File: config.mk
export PLATFORM = sky130hd
export DESIGN_NAME = cacheline_mem_arbiter
export DESIGN_NICKNAME = d
export VERILOG_FILES = /design/src/rtl/cacheline_mem_arbiter.sv
export SDC_FILE = /design/constraint.sdc
export NUM_CORES = 1
export LEC_CHECK = 0
export BUFFER_PORTS_ARGS = -buffer_cell sky130_fd_sc_hd__buf_4
export CAP_MARGIN = 0
export CORE_AREA = 2 2 553 555
export CTS_CLUSTER_SIZE = 24
export DETAILED_ROUTE_END_ITERATION = 10
export DIE_AREA = 0 0 555 557
export PLACE_DENSITY = 0.31
export SLEW_MARGIN = 10
export SYNTH_ARGS = -nofsm -noshare
export SYNTH_HDL_FRONTEND = slang
export SYNTH_SLANG_ARGS = --single-unit
File: constraint.sdc
create_clock -name clk -period 3.37 [get_ports clk]
set_clock_uncertainty 0.15 [all_clocks]
set_input_delay 0.8425 -clock clk [delete_from_list [all_inputs] [get_ports clk]]
set_output_delay 0.8425 -clock clk [all_outputs]
set_load 0.02 [all_outputs]
File: src/rtl/cacheline_mem_arbiter.sv
// Shares the single 256-bit cacheline memory port between the I-side prefetcher
// and the D-cache miss/writeback port: D priority with an I starvation guard.
module cacheline_mem_arbiter #(
  parameter int STARVE_LIMIT = 3,
  parameter int CNT_W        = 16
) (
  input  logic             clk,
  input  logic             rst,
  input  logic [31:0]      i_address,
  input  logic             i_read,
  output logic [255:0]     i_rdata256,
  output logic             i_resp,
  input  logic [31:0]      d_address,
  input  logic             d_read,
  input  logic             d_write,
  input  logic [255:0]     d_wdata256,
  output logic [255:0]     d_rdata256,
  output logic             d_resp,
  output logic [31:0]      mem_address,
  output logic             mem_read,
  output logic             mem_write,
  output logic [255:0]     mem_wdata256,
  input  logic [255:0]     mem_rdata256,
  input  logic             mem_resp,
  output logic             arbiter_idle,
  output logic [CNT_W-1:0] i_grant_count,
  output logic [CNT_W-1:0] d_grant_count
);

  // state   | meaning
  // IDLE    | port free, choosing the next requester
  // SERVE_I | I-side read outstanding on memory
  // SERVE_D | D-side read or write outstanding on memory
  // DONE    | dead cycle so the served requester can drop its request
  localparam logic [1:0] IDLE    = 2'd0;
  localparam logic [1:0] SERVE_I = 2'd1;
  localparam logic [1:0] SERVE_D = 2'd2;
  localparam logic [1:0] DONE    = 2'd3;

  localparam logic [3:0]       STREAK_MAX = 4'(STARVE_LIMIT);
  localparam logic [CNT_W-1:0] CNT_MAX    = '1;

  logic [1:0]       state_q, state_d;
  logic [31:0]      addr_q, addr_d;
  logic [255:0]     wdata_q, wdata_d;
  logic             op_q, op_d;
  logic [3:0]       streak_q, streak_d;
  logic [CNT_W-1:0] i_cnt_q, i_cnt_d;
  logic [CNT_W-1:0] d_cnt_q, d_cnt_d;
  logic             d_req, grant_i, grant_d;

  // I wins only when D is silent or D has used up its streak allowance.
  always_comb begin
    d_req   = d_read | d_write;
    grant_i = i_read & (~d_req | (streak_q == STREAK_MAX));
    grant_d = d_req & ~grant_i;
  end

  always_comb begin
    state_d      = state_q;
    addr_d       = addr_q;
    wdata_d      = wdata_q;
    op_d         = op_q;
    streak_d     = streak_q;
    i_cnt_d      = i_cnt_q;
    d_cnt_d      = d_cnt_q;
    mem_address  = '0;
    mem_read     = 1'b0;
    mem_write    = 1'b0;
    mem_wdata256 = '0;
    i_resp       = 1'b0;
    d_resp       = 1'b0;
    i_rdata256   = '0;
    d_rdata256   = '0;

    case (state_q)
      IDLE: begin
        if (grant_i) begin
          state_d  = SERVE_I;
          addr_d   = {i_address[31:5], 5'b0};
          op_d     = 1'b0;
          streak_d = '0;
        end else if (grant_d) begin
          state_d  = SERVE_D;
          addr_d   = {d_address[31:5], 5'b0};
          wdata_d  = d_wdata256;
          op_d     = d_write;
          if (!i_read)
            streak_d = '0;
          else if (streak_q != STREAK_MAX)
            streak_d = streak_q + 4'd1;
        end
      end
      SERVE_I: begin
        mem_address = addr_q;
        mem_read    = 1'b1;
        if (mem_resp) begin
          i_resp     = 1'b1;
          i_rdata256 = mem_rdata256;
          state_d    = DONE;
          if (i_cnt_q != CNT_MAX)
            i_cnt_d = i_cnt_q + 1'b1;
        end
      end
      SERVE_D: begin
        mem_address  = addr_q;
        mem_read     = ~op_q;
        mem_write    = op_q;
        mem_wdata256 = wdata_q;
        if (mem_resp) begin
          d_resp     = 1'b1;
          d_rdata256 = mem_rdata256;
          state_d    = DONE;
          if (d_cnt_q != CNT_MAX)
            d_cnt_d = d_cnt_q + 1'b1;
        end
      end
      DONE:    state_d = IDLE;
      default: state_d = IDLE;
    endcase
  end

  always_comb begin
    arbiter_idle  = (state_q == IDLE) & ~i_read & ~d_read & ~d_write;
    i_grant_count = i_cnt_q;
    d_grant_count = d_cnt_q;
  end

  always_ff @(posedge clk or negedge rst) begin
    if (!rst) begin
      state_q  <= IDLE;
      addr_q   <= '0;
      wdata_q  <= '0;
      op_q     <= 1'b0;
      streak_q <= '0;
      i_cnt_q  <= '0;
      d_cnt_q  <= '0;
    end else begin
      state_q  <= state_d;
      addr_q   <= addr_d;
      wdata_q  <= wdata_d;
      op_q     <= op_d;
      streak_q <= streak_d;
      i_cnt_q  <= i_cnt_d;
      d_cnt_q  <= d_cnt_d;
    end
  end

endmodule

---- Yosys cells after proc, flatten, opt, wreduce, memory -nomap -nowiden ----
Index checks and enable logic that the tools add are counted.
word-level totals
  register bits ........................... 327
cells by class
  add/subtract/negate cells ............... 3
  equality and inequality tests ........... 10
  multiplexer cells ....................... 22
  bitwise operators ....................... 13
  reductions and logical operators ........ 9
operators with widths
  cell                                                                   count
  256-bit two-way mux                                                    4
  32-bit two-way mux                                                     3
  16-bit by 1-bit adder with 16-bit output, second input constant        2
  16-bit != test, second input constant                                  2
  4-bit two-way mux                                                      4
  3-bit AND reduction                                                    4
  1-bit two-way mux                                                      6
  2-bit two-way mux                                                      3
  1-bit NOT                                                              6
  2-bit case mux with 3 select lines                                     1
  1-bit bitwise AND                                                      5
  4-bit by 1-bit adder with 4-bit output, second input constant          1
  2-bit equality test, second input constant                             2
  4-bit by 2-bit equality test with 1-bit output, second input constant  1
  4-bit by 2-bit != test with 1-bit output, second input constant        1
  2-bit AND reduction                                                    2
  3-bit by 1-bit != test with 1-bit output, second input constant        1
  3-bit != test, second input constant                                   1
  2-bit by 1-bit equality test with 1-bit output, second input constant  1
  2-bit logical NOT                                                      1
  2-bit by 1-bit != test with 1-bit output, second input constant        1
  1-bit bitwise OR                                                       2
  1-bit case mux with 2 select lines                                     1
  2-bit nonzero test                                                     1
  2-bit OR reduction                                                     1

---- Longest topological paths before layout ----
Gate-level depths: netlist of run 1.
  word-level depth ........................ 9
  depth in mapped cells ................... 8
  mapped depth without buffers ............ 7

---- Least setup slack after synthesis of run 1 ----
OpenSTA, ideal clock, no wires.
  path type ............................... input -> output
  start ................................... input mem_resp
  end ..................................... output d_rdata256[0]
  data arrival time ....................... 1.850 ns
  required time ........................... 2.378 ns
  slack ................................... 0.527 ns
  cell stages on the path ................. 4
  buffers on the path ..................... 3
  cells stage by stage .................... clkbuf_1 clkbuf_1 clkbuf_1 and3_1
between the ends
  cells in the longest elaborated chain, start to end .. 2
RTL lines
  item                 RTL line  source
  start, declared      24        input logic mem_resp,
  256-bit two-way mux  110       if (mem_resp) begin
  256-bit two-way mux  76        case (state_q)
  end, declared        17        output logic [255:0] d_rdata256,
Every way passes these cells.

---- Worst setup path after layout of run 1 ----
  start ................................... register state_q[0]
  end ..................................... output d_rdata256[18]
between the ends
  cells in the longest elaborated chain, start to end .. 2
RTL lines
  item                    RTL line  source
  start, declared         43        logic [1:0] state_q, state_d;
  start signal, assigned  139       state_q <= state_d;
  2-bit equality test     76
  256-bit two-way mux     76
Every way passes these cells.

==> summary.txt, run 1 <==
Logic synthesis
  – Main synth FF type: sky130_fd_sc_hd__dfrtp_1
  – Summed instance area of the synthesized netlist: 18300 um^2
  – Per-instance average area after synthesis: 10.2 um^2
  – Sequential element share of the synthesized area: 43.9%
  – Synth Warn #: 0
  – Count of state elements after synthesis: 322
  – Post-synth top area share: 43.9%
  – Fraction of registers with async set/reset: 100%
  – Syn Inst Count: 1796
  – Number of flops mapped to enable cells by yosys: 0
  – Leading cell types by total area after synthesis: sky130_fd_sc_hd__dfrtp_1 44%, sky130_fd_sc_hd__and3_1 18%, sky130_fd_sc_hd__mux2_2 12%
  – Leading area contributor after synthesis: sky130_fd_sc_hd__dfrtp_1
  – Netlist cell types: 43

STA
  – RSZ-0062 raised after global routing: true
  – Setup violation total in the final timing report: 0
  – Final critical delay including setup and external delays: 3.34 ns
  – Share of the clock period used by the worst path: 99.1%
  – Fmax achieved: 0.299 GHz
  – Transition time at the pin with the least slew margin: 0.930 ns
  – Fin. max-slew vios: 0
  – Final worst setup slack: 0.0310 ns
  – Final hold vios: 0
  – Worst relative slew slack: 37.8%
  – Worst hold slack: 0.0653 ns

CTS
  – Insertion delay of the later-clocked pin in the worst-skew pair: 0.67 ns
  – CTS Buf Count: 47
  – Clock sink count: 322
  – CTS clk-pin slew, worst paths: 0.05 ns
  – Clock tree from TritonCTS: built
  – Clk buf depth: 3
  – Htree depth: 2
  – CTS Root Buffer Type: sky130_fd_sc_hd__clkbuf_16

Setup path
  – Cells traversed along the worst timing path: inv_2 -> ha_4 -> buf_12 -> buf_16 -> buf_16 -> and3_1 -> buf_4
  – Reg-to-Reg End: addr_q[21]$_DFFE_PN0P_
  – Worst-case reg-to-reg path depth: 6
  – Critical Path Start: state_q[0]$_DFFE_PN0P_
  – Type of element launching the critical path: register
  – Worst EP required: 2.38 ns
  – Most numerous cell on the critical path: sky130_fd_sc_hd__buf_16
  – Register-to-Register Setup Slack: 0.85 ns
  – Stage delay of the slowest cell on the critical path: 0.38 ns
  – Maximum fanout along the worst path: 9
  – Slowest cell on the critical path: sky130_fd_sc_hd__dfrtp_1
  – Worst flop-to-flop path startpoint: streak_q[0]$_DFFE_PN0P_
  – Endpoint type of the worst setup path: output pin
  – Critical path start-end classification: reg -> out
  – Arrival time at the worst endpoint: 2.35 ns

GRT
  – Number of global-route vias before repair: 21426
  – Wire length of the first global-routing pass: 286000 um
  – Antenna violations before repair: 138
  – Largest net degree at the start of global routing: 77
  – Overflow left after global routing: 0
  – Global Route Usage Sum: 14.8%

Drt
  – Avg Vias per Cell: 2.87
  – Remaining DRCs: 0
  – Total vias in the final route: 20832
  – First drt pass iteration count: 5
  – Detailed Route Iter0 Violations: 1009
  – Sum of routed wire length over all layers: 239000 um
  – Number of antenna-violating nets in the routed design: 0
  – Average routed wire per standard cell: 33.0 um

Final layout
  – Post-Layout Cell Count: 7252
  – Number of nets in the layout: 3781
  – Post-route design area: 37400 um^2
  – Filler Cell Count: 34959
  – Layout area overhead: 104%
  – Leading cell types in the layout, fill and taps excluded: 1337 x sky130_fd_sc_hd__buf_4, 478 x sky130_fd_sc_hd__and3_1, 322 x sky130_fd_sc_hd__dfrtp_1
  – Share of cells above drive strength 1: 59.8%
  – Commonest non-fill, non-tap cell in the layout: sky130_fd_sc_hd__buf_4

Placed design
  – Final weighted congestion in routability-driven placement: 0.961
  – Buffers added on ports: 1403
  – Worst setup slack before clock tree synthesis: 0.314 ns
  – HPWL after DPL: 211000 um
  – Number of placed instances with taps included: 7116
  – Standard cell area after detailed placement: 34200 um^2

Floorplanning
  – Die Span X: 555 um
  – Top Ports: 1419
  – Die Y-Extent: 557 um
  – Initial core utilization: 6.03%
  – FP Rows: 203
  – Placeable core region: 304000 um^2
  – Area of the die: 309000 um^2

Flow run
  – Total of max-cap violations: 0

Power and ir drop
  – Static leakage power: 18.5 nW
  – Power per cell area: 901 nW/um^2
  – IR drop worst, VDD: 0.000383 V

Status
  – Outcome: finished, final reports clean

Min path
  – Worst min-delay path category: in -> async
[critical path: cells and delay by family, from the launching register on]
| kind | cells | cell delay (ns) |
|---|---|---|
| adder cells (fa/ha/maj) | 1 | 0.16 |
| buffers and inverters | 5 | 0.75 |
| AND/OR/NAND/NOR | 1 | 0.37 |
| flip-flops | 1 | 0.38 |
[worst max-delay path by stage]
stage / end / slack (ns) / depth (start not counted)
global placement: d_rdata256[20] / 0.28 / 6
floorplan: d_rdata256[0] / 0.53 / 4
global route: mem_wdata256[155] / -0.04 / 8
finish: d_rdata256[18] / 0.03 / 7
CTS: mem_wdata256[155] / -0.08 / 9
detailed placement: d_rdata256[20] / 0.31 / 6
[per-stage QoR]
step | utilization [%] | TNS, ns | total power [W]
3_5_place_dp | 11.3 | 0 | 0.0267
2_1_floorplan | - | 0 | 0.0154
5_1_grt | 12.3 | -1.55 | 0.0359
6_report | 12.3 | 0 | 0.0337
3_3_place_gp | 11.3 | 0 | 0.0267
4_1_cts | 12.2 | -4.53 | 0.0343
[sequential cells by signal (all words and copies together) (netlist names)]
name,flops
d_grant_count,16
i_grant_count,16
streak_q,4
wdata_q,256
state_q,2
op_q,1
addr_q,27
[area by class of cell]
cell class / count / area [um^2] / area share [%]
timing repair buffer: 1534 / 12900 / 34.6
clock inverter: 16 / 229 / 0.613
inverter: 5 / 18.8 / 0.0502
tap: 3997 / 5000 / 13.4
antenna: 26 / 65.1 / 0.174
sequential: 322 / 8060 / 21.6
clock buffer: 69 / 1350 / 3.61
multi-input combinational: 1283 / 9730 / 26.0
[logic make-up (layout without fill, tap and decap cells)]
kind of cell / Yosys count / after routing / share of synthesized area (%)
XOR/XNOR: 29 / 29 / 1.39
multiplexers: 286 / 286 / 17.4
buffers and inverters: 195 / 1624 / 4.78
AO/OA/AOI/OAI: 45 / 45 / 1.48
adder cells (fa/ha/maj): 6 / 6 / 0.409
other: 1 / 31 / 0.0204
AND/OR/NAND/NOR: 912 / 912 / 30.6
flip-flops: 322 / 322 / 43.9
[report_power, final]
part / switching, W / internal [W] / leakage [nW]
sequential: 0.00124 / 0.00574 / 3.84
combinational: 0.0126 / 0.00887 / 13.9
clock: 0.00218 / 0.00309 / 0.768
total: 0.0160 / 0.0177 / 18.5
[timing repair]
action / in CTS / in global routing
resized for setup: 254 / 68
endpoints found under the setup margin: 487 / 149
hold buffers: 0 / 0
buffers inserted: 14 / 0
gates cloned: 9 / 4
pin swaps: 2 / 0
[metal layers]
layer  up-vias  global-route usage (%)  part of all wire [%]
met1     10260                    16.9                    39
met5         -                       0                 0.082
li1       9090                       -                     -
met4        30                    2.63                   2.1
met2      1208                    24.0                    46
met3       244                    8.31                    13
[cells in the mapped netlist, drive strengths merged, types with 3 or more instances]
master and number:
mux2 259, mux2i 27, and2 286, dfrtp 322, nor4 6, nand4 15
nor2 8, clkbuf 151, nand2b 3, xor2 14, o21ai 30, buf 39
and3 516, a21oi 5, nor3 10, nand3 16, xnor2 15, nand2 40
inv 5, ha 6
No activity file was read; power rests on OpenSTA's default activity.
==> run 2: changes to the inputs <==
- BUFFER_PORTS_ARGS: -buffer_cell sky130_fd_sc_hd__buf_4 -> -buffer_cell sky130_fd_sc_hd__clkbuf_2
- GPL_TIMING_DRIVEN: default -> 0
- HOLD_SLACK_MARGIN: default -> 0.02
==> summary.txt, run 2 (synthesis gave the netlist of run 1 again) <==
Power and ir drop
  – PnR Total Power: 0.0380 W (+13%)
  – Static leakage power: 19.5 nW (+5.4%)
  – IR drop worst, VDD: 0.000590 V (+54%)
  – Power per cell area: 946 nW/um^2 (+4.9%)

STA
  – Setup violation total in the final timing report: 696 (+696)
  – Transition time at the pin with the least slew margin: 0.735 ns (-0.195 ns)
  – Final worst setup slack: -0.232 ns (-0.263 ns)
  – Final critical delay including setup and external delays: 3.60 ns (+0.263 ns)
  – Fin. max-slew vios: 0 (unchanged)
  – Fmax achieved: 0.278 GHz (-7.3%)
  – Worst hold slack: 0.231 ns (+0.166 ns)
  – Worst relative slew slack: 50.6% (+13 points)
  – RSZ-0062 raised after global routing: true
  – Final hold vios: 0 (unchanged)
  – Share of the clock period used by the worst path: 107% (+7.8 points)

Setup path
  – Critical path start-end classification: reg -> out
  – Arrival time at the worst endpoint: 2.61 ns (+0.26 ns)
  – Type of element launching the critical path: register
  – Maximum fanout along the worst path: 7 (-2)
  – Slowest cell on the critical path: sky130_fd_sc_hd__dfrtp_1
  – CP bufs+invs: 7 (+2)
  – Most numerous cell on the critical path: sky130_fd_sc_hd__clkbuf_16
  – Endpoint type of the worst setup path: output pin
  – Cells traversed along the worst timing path: inv_2 -> ha_4 -> clkbuf_16 -> buf_16 -> clkbuf_16 -> buf_12 -> clkbuf_16 -> and3_4 -> clkbuf_16
  – Stage delay of the slowest cell on the critical path: 0.41 ns (+0.03 ns)
  – Largest delay contributor family on the critical path: buffers and inverters
  – Worst EP required: 2.38 ns (about the same)

Placed design
  – Buffers added on ports: 1403 (unchanged)
  – Standard cell area after detailed placement: 30600 um^2 (-11%)
  – Final weighted congestion in routability-driven placement: 0.972 (+1.2%)
  – HPWL after DPL: 224000 um (+6.2%)
  – Number of placed instances with taps included: 7206 (+1.3%)
  – Worst setup slack before clock tree synthesis: -1.64 ns (-1.96 ns)

GRT
  – Overflow left after global routing: 0 (unchanged)
  – Number of global-route vias before repair: 22892 (+6.8%)
  – Antenna violations before repair: 183 (+33%)
  – Global Route Usage Sum: 15.5% (+0.68 points)
  – Wire length of the first global-routing pass: 299000 um (+4.7%)
  – Largest net degree at the start of global routing: 80 (+3.9%)

Final layout
  – Post-Layout Cell Count: 7421 (+2.3%)
  – Leading cell types in the layout, fill and taps excluded: 986 x sky130_fd_sc_hd__clkbuf_2, 374 x sky130_fd_sc_hd__and3_1, 322 x sky130_fd_sc_hd__dfrtp_1
  – Registers with the most flip-flops: wdata_q: 256 flops, addr_q: 27 flops
  – Number of nets in the layout: 3930 (+3.9%)
  – Number of flip-flops in the largest register: 256 (unchanged)
  – Share of cells above drive strength 1: 68.0% (+8.2 points)
  – Layout area overhead: 119%
  – Post-route design area: 40200 um^2 (+7.5%)
  – Largest reg by FF count: wdata_q
  – Commonest non-fill, non-tap cell in the layout: sky130_fd_sc_hd__clkbuf_2
  – Filler Cell Count: 34824 (-0.39%)

Flow run
  – Total of max-cap violations: 0 (unchanged)

Floorplanning
  – Area of the die: 309000 um^2 (unchanged)
  – Die Span X: 555 um (unchanged)
  – Initial core utilization: 6.03% (unchanged)
  – Placeable core region: 304000 um^2 (unchanged)
  – Top Ports: 1419 (unchanged)
  – FP Rows: 203 (unchanged)
  – Die Y-Extent: 557 um (unchanged)

CTS
  – Clock sink count: 322 (unchanged)
  – CTS Root Buffer Type: sky130_fd_sc_hd__clkbuf_16
  – Clock tree from TritonCTS: built
  – Htree depth: 2 (unchanged)
  – CTS Buf Count: 48 (+2.1%)
  – Insertion delay of the later-clocked pin in the worst-skew pair: 0.66 ns (about the same)
  – Clk buf depth: 3 (unchanged)
  – CTS clk-pin slew, worst paths: 0.06 ns (about the same)

Drt
  – Number of antenna-violating nets in the routed design: 0 (unchanged)
  – Avg Vias per Cell: 3.03 (+5.5%)
  – Total vias in the final route: 22480 (+7.9%)
  – First drt pass iteration count: 5 (unchanged)
  – Detailed Route Iter0 Violations: 1329 (+32%)
  – Remaining DRCs: 0 (unchanged)
  – Average routed wire per standard cell: 33.4 um (+1.3%)
  – Sum of routed wire length over all layers: 248000 um (+3.7%)

Min path
  – Worst min-delay path category: in -> reg

Status
  – Outcome: complete, but fails checks
  – Failing checks: setup timing
## run 2: path summary, 6_finish.rpt
check                                      endpoint                   start  slack (ns)  cells after the start
max                                 d_rdata256[252]  state_q[0]$_DFFE_PN0P_       -0.23                      9
min                        wdata_q[210]$_DFFE_PN0P_         d_wdata256[210]        0.23                      2
max reg2reg                wdata_q[179]$_DFFE_PN0P_  state_q[1]$_DFFE_PN0P_        0.42                      8
min reg2reg                  addr_q[10]$_DFFE_PN0P_  addr_q[10]$_DFFE_PN0P_        0.32                      2
max in group asynchronous  wdata_q[171]$_DFFE_PN0P_                     rst        0.73                      5
min in group asynchronous  wdata_q[236]$_DFFE_PN0P_                     rst        0.52                      2
## run 2: where the power goes
group	internal, W	switching (W)	leakage, nW
registers	0.00574	0.00145	3.84
logic	0.0121	0.0131	14.8
clock network	0.00336	0.00223	0.843
## run 2: layer usage
layer / global-route usage, % / share of wire (%)
met1: 17.7 / 39
met2: 25.4 / 46
met3: 8.35 / 13
met4: 2.76 / 2.3
met5: 0 / 0.099
## run 2: cell type report
class	count	area, um^2	area share [%]
Timing Repair Buffer	1504	12700	31.7
Buffer	178	1870	4.66
Clock inverter	17	245	0.610
Tap cell	3997	5000	12.4
Clock buffer	71	1480	3.68
Multi-Input combinational cell	1283	10700	26.5
Inverter	5	21.3	0.0529
Antenna cell	44	110	0.274
Sequential cell	322	8060	20.1
## run 2: what timing repair did
action / 4_1_cts / 5_1_grt
pin swaps: 3 / 1
gates resized for setup: 1227 / 821
buffers inserted: 46 / 22
hold endpoints to repair: 30 / 0
cloned: 31 / 1
setup endpoints to repair: 799 / 787
hold buffers: 1 / 0
## run 2: metrics by stage
stage	util [%]	TNS [ns]
2_1_floorplan	-	0
3_3_place_gp	9.99	-3884.53
3_5_place_dp	10.1	-678.86
4_1_cts	12.7	-175.54
5_1_grt	13.2	-134.99
6_report	13.2	-55.91
==> run 3: changes to the inputs <==
- SKIP_CTS_REPAIR_TIMING: default -> 1
==> summary.txt, run 3 (synthesis gave the netlist of run 1 again) <==
Status
  – Outcome: complete, but fails checks
  – Failing checks: setup timing

Setup path
  – Maximum fanout along the worst path: 10 (+3)
  – Cells traversed along the worst timing path: clkbuf_4 -> buf_6 -> buf_16 -> buf_6 -> clkbuf_2 -> and3_1 -> clkbuf_2
  – Type of element launching the critical path: input pin
  – Worst flop-to-flop path startpoint: state_q[1]$_DFFE_PN0P_
  – Worst-case reg-to-reg path depth: 8 (unchanged)
  – Critical Path Start: mem_resp
  – Reg-to-Reg End: wdata_q[179]$_DFFE_PN0P_
  – Register-to-Register Setup Slack: 0.42 ns (about the same)
  – Stage delay of the slowest cell on the critical path: 0.28 ns (-0.13 ns)
  – Endpoint type of the worst setup path: output pin
  – CP bufs+invs: 6 (-1)
  – Slowest cell on the critical path: sky130_fd_sc_hd__and3_1
  – Critical path start-end classification: in -> out
  – Worst EP required: 2.38 ns (about the same)
  – Largest delay contributor family on the critical path: buffers and inverters
  – Arrival time at the worst endpoint: 2.57 ns (-0.04 ns)

Drt
  – Avg Vias per Cell: 3.01 (-0.74%)
  – Total vias in the final route: 22062 (-1.9%)
  – Sum of routed wire length over all layers: 244000 um (-1.4%)
  – Detailed Route Iter0 Violations: 1449 (+9.0%)
  – Average routed wire per standard cell: 33.3 um (-0.30%)
  – First drt pass iteration count: 5 (unchanged)
  – Remaining DRCs: 0 (unchanged)
  – Number of antenna-violating nets in the routed design: 0 (unchanged)

CTS
  – CTS clk-pin slew, worst paths: 0.06 ns (about the same)
  – Insertion delay of the later-clocked pin in the worst-skew pair: 0.66 ns (about the same)
  – Clk buf depth: 3 (unchanged)
  – CTS Root Buffer Type: sky130_fd_sc_hd__clkbuf_16
  – CTS Buf Count: 48 (unchanged)
  – Htree depth: 2 (unchanged)
  – Clock tree from TritonCTS: built
  – Clock sink count: 322 (unchanged)

Final layout
  – Registers with the most flip-flops: wdata_q: 256 flops, addr_q: 27 flops
  – Layout area overhead: 88.7%
  – Number of nets in the layout: 3856 (-1.9%)
  – Number of flip-flops in the largest register: 256 (unchanged)
  – Commonest non-fill, non-tap cell in the layout: sky130_fd_sc_hd__clkbuf_2
  – Leading cell types in the layout, fill and taps excluded: 1236 x sky130_fd_sc_hd__clkbuf_2, 492 x sky130_fd_sc_hd__and3_1, 322 x sky130_fd_sc_hd__dfrtp_1
  – Post-Layout Cell Count: 7337 (-1.1%)
  – Core utilization of the finished layout: 11.4% (-1.8 points)
  – Share of cells above drive strength 1: 59.8% (-8.2 points)
  – Filler Cell Count: 35352 (+1.5%)
  – Largest reg by FF count: wdata_q

STA
  – Final critical delay including setup and external delays: 3.56 ns (-0.0394 ns)
  – Worst relative slew slack: 50.2% (-0.38 points)
  – Fmax achieved: 0.281 GHz (+1.1%)
  – Worst hold slack: 0.230 ns (-0.00132 ns)
  – Final hold vios: 0 (unchanged)
  – Share of the clock period used by the worst path: 106% (-1.2 points)
  – Final worst setup slack: -0.193 ns (+0.0394 ns)
  – RSZ-0062 raised after global routing: true
  – Setup violation total in the final timing report: 569 (-18%)
  – Fin. max-slew vios: 0 (unchanged)
  – Transition time at the pin with the least slew margin: 0.741 ns (+0.00558 ns)

Floorplanning
  – Placeable core region: 304000 um^2 (unchanged)
  – Top Ports: 1419 (unchanged)
  – Die Span X: 555 um (unchanged)
  – Die Y-Extent: 557 um (unchanged)
  – Area of the die: 309000 um^2 (unchanged)
  – FP Rows: 203 (unchanged)
  – Initial core utilization: 6.03% (unchanged)

GRT
  – Overflow left after global routing: 0 (unchanged)
  – Wire length of the first global-routing pass: 292000 um (-2.3%)
  – Global Route Usage Sum: 15.1% (-0.34 points)
  – Antenna violations before repair: 192 (+4.9%)
  – Largest net degree at the start of global routing: 80 (unchanged)
  – Number of global-route vias before repair: 22221 (-2.9%)

Power and ir drop
  – PnR Total Power: 0.0326 W (-14%)
  – Net switching share of the total power: 48.4% (+4.2 points)
  – IR drop worst, VDD: 0.000437 V (-26%)
  – Fraction of power consumed by combinational cells: 61.1% (-5.3 points)
  – Clock network fraction of total power: 17.1% (+2.4 points)
  – Fraction of power consumed by sequential logic: 21.8% (+2.9 points)
  – Design internal power: 0.0168 W (-21%)
  – Static leakage power: 17.9 nW (-8.3%)
  – Power per cell area: 943 nW/um^2 (-0.25%)
  – Sw power: 0.0158 W (-5.9%)

Placed design
  – Worst setup slack before clock tree synthesis: -1.64 ns (unchanged)
  – Buffers added on ports: 1403 (unchanged)
  – HPWL after DPL: 224000 um (unchanged)
  – Final weighted congestion in routability-driven placement: 0.972 (unchanged)
  – Number of placed instances with taps included: 7206 (unchanged)

Min path
  – Cell depth of the worst hold path: 2 (unchanged)
  – Endpoint of the worst hold-timing path: wdata_q[252]$_DFFE_PN0P_
  – Worst min-delay path category: in -> reg
  – Worst hold path startpoint: d_wdata256[252]

Flow run
  – Total of max-cap violations: 0 (unchanged)
run 3: cell count changes in the layout (fill, tap and decap cells not counted), sizes merged:
cell / previous run / this run
buf: 317 / 275
clkbuf: 1435 / 1403
diode: 44 / 34
run 3: power groups by stage:
| stage | clock network, W | logic, W | registers (W) |
|---|---|---|---|
| after CTS | 0.00586 | 0.0178 | 0.00714 |
| final | 0.00557 | 0.0199 | 0.00713 |
| after detailed placement | 0 | 0.0177 | 0.00720 |
| after global placement | 0 | 0.0177 | 0.00718 |
| after global routing | 0.00596 | 0.0215 | 0.00738 |
| after floorplan | 0 | 0.00897 | 0.00642 |
run 3: cell type report:
cell class	instances	area (um^2)	area share [%]
buffer	190	1510	4.36
multi-input combinational	1283	9690	28.0
clock buffer	71	1480	4.27
inverter	5	18.8	0.0542
sequential	322	8060	23.3
antenna	34	85.1	0.246
timing repair buffer	1418	8530	24.6
clock inverter	17	245	0.709
tap	3997	5000	14.4
run 3: worst max-delay path by stage:
stage | slack, ns | cells after the start | endpoint
2_1_floorplan | 0.53 | 4 | d_rdata256[0]
3_3_place_gp | -7.49 | 1 | i_grant_count[0]$_DFFE_PN0P_
3_5_place_dp | -1.64 | 6 | d_rdata256[1]
4_1_cts | -2.14 | 7 | i_rdata256[144]
5_1_grt | -0.26 | 7 | i_rdata256[120]
6_report | -0.19 | 7 | d_rdata256[194]
run 3: per-stage QoR:
stage	TNS, ns	area [um^2]
3_5_place_dp	-678.86	30600
5_1_grt	-126.62	34500
2_1_floorplan	0	18400
3_3_place_gp	-3884.53	30400
4_1_cts	-1074.53	32300
6_report	-29.87	34600
run 3: layer usage:
| metal | up-vias | share of wire, % | global-route usage, % |
|---|---|---|---|
| met5 | - | 0.098 | 0 |
| met4 | 38 | 2.2 | 2.89 |
| met3 | 334 | 14 | 8.11 |
| met2 | 1519 | 45 | 24.7 |
| met1 | 10902 | 38 | 17.4 |
| li1 | 9269 | - | - |
run 3: worst register-to-register path, delay by kind of cell, from the launching register on:
kind,cells,cell delay [ns]
flip-flops,1,0.42
AO/OA/AOI/OAI,1,0.57
adder cells (fa/ha/maj),1,0.13
multiplexers,1,0.36
buffers and inverters,5,1.18
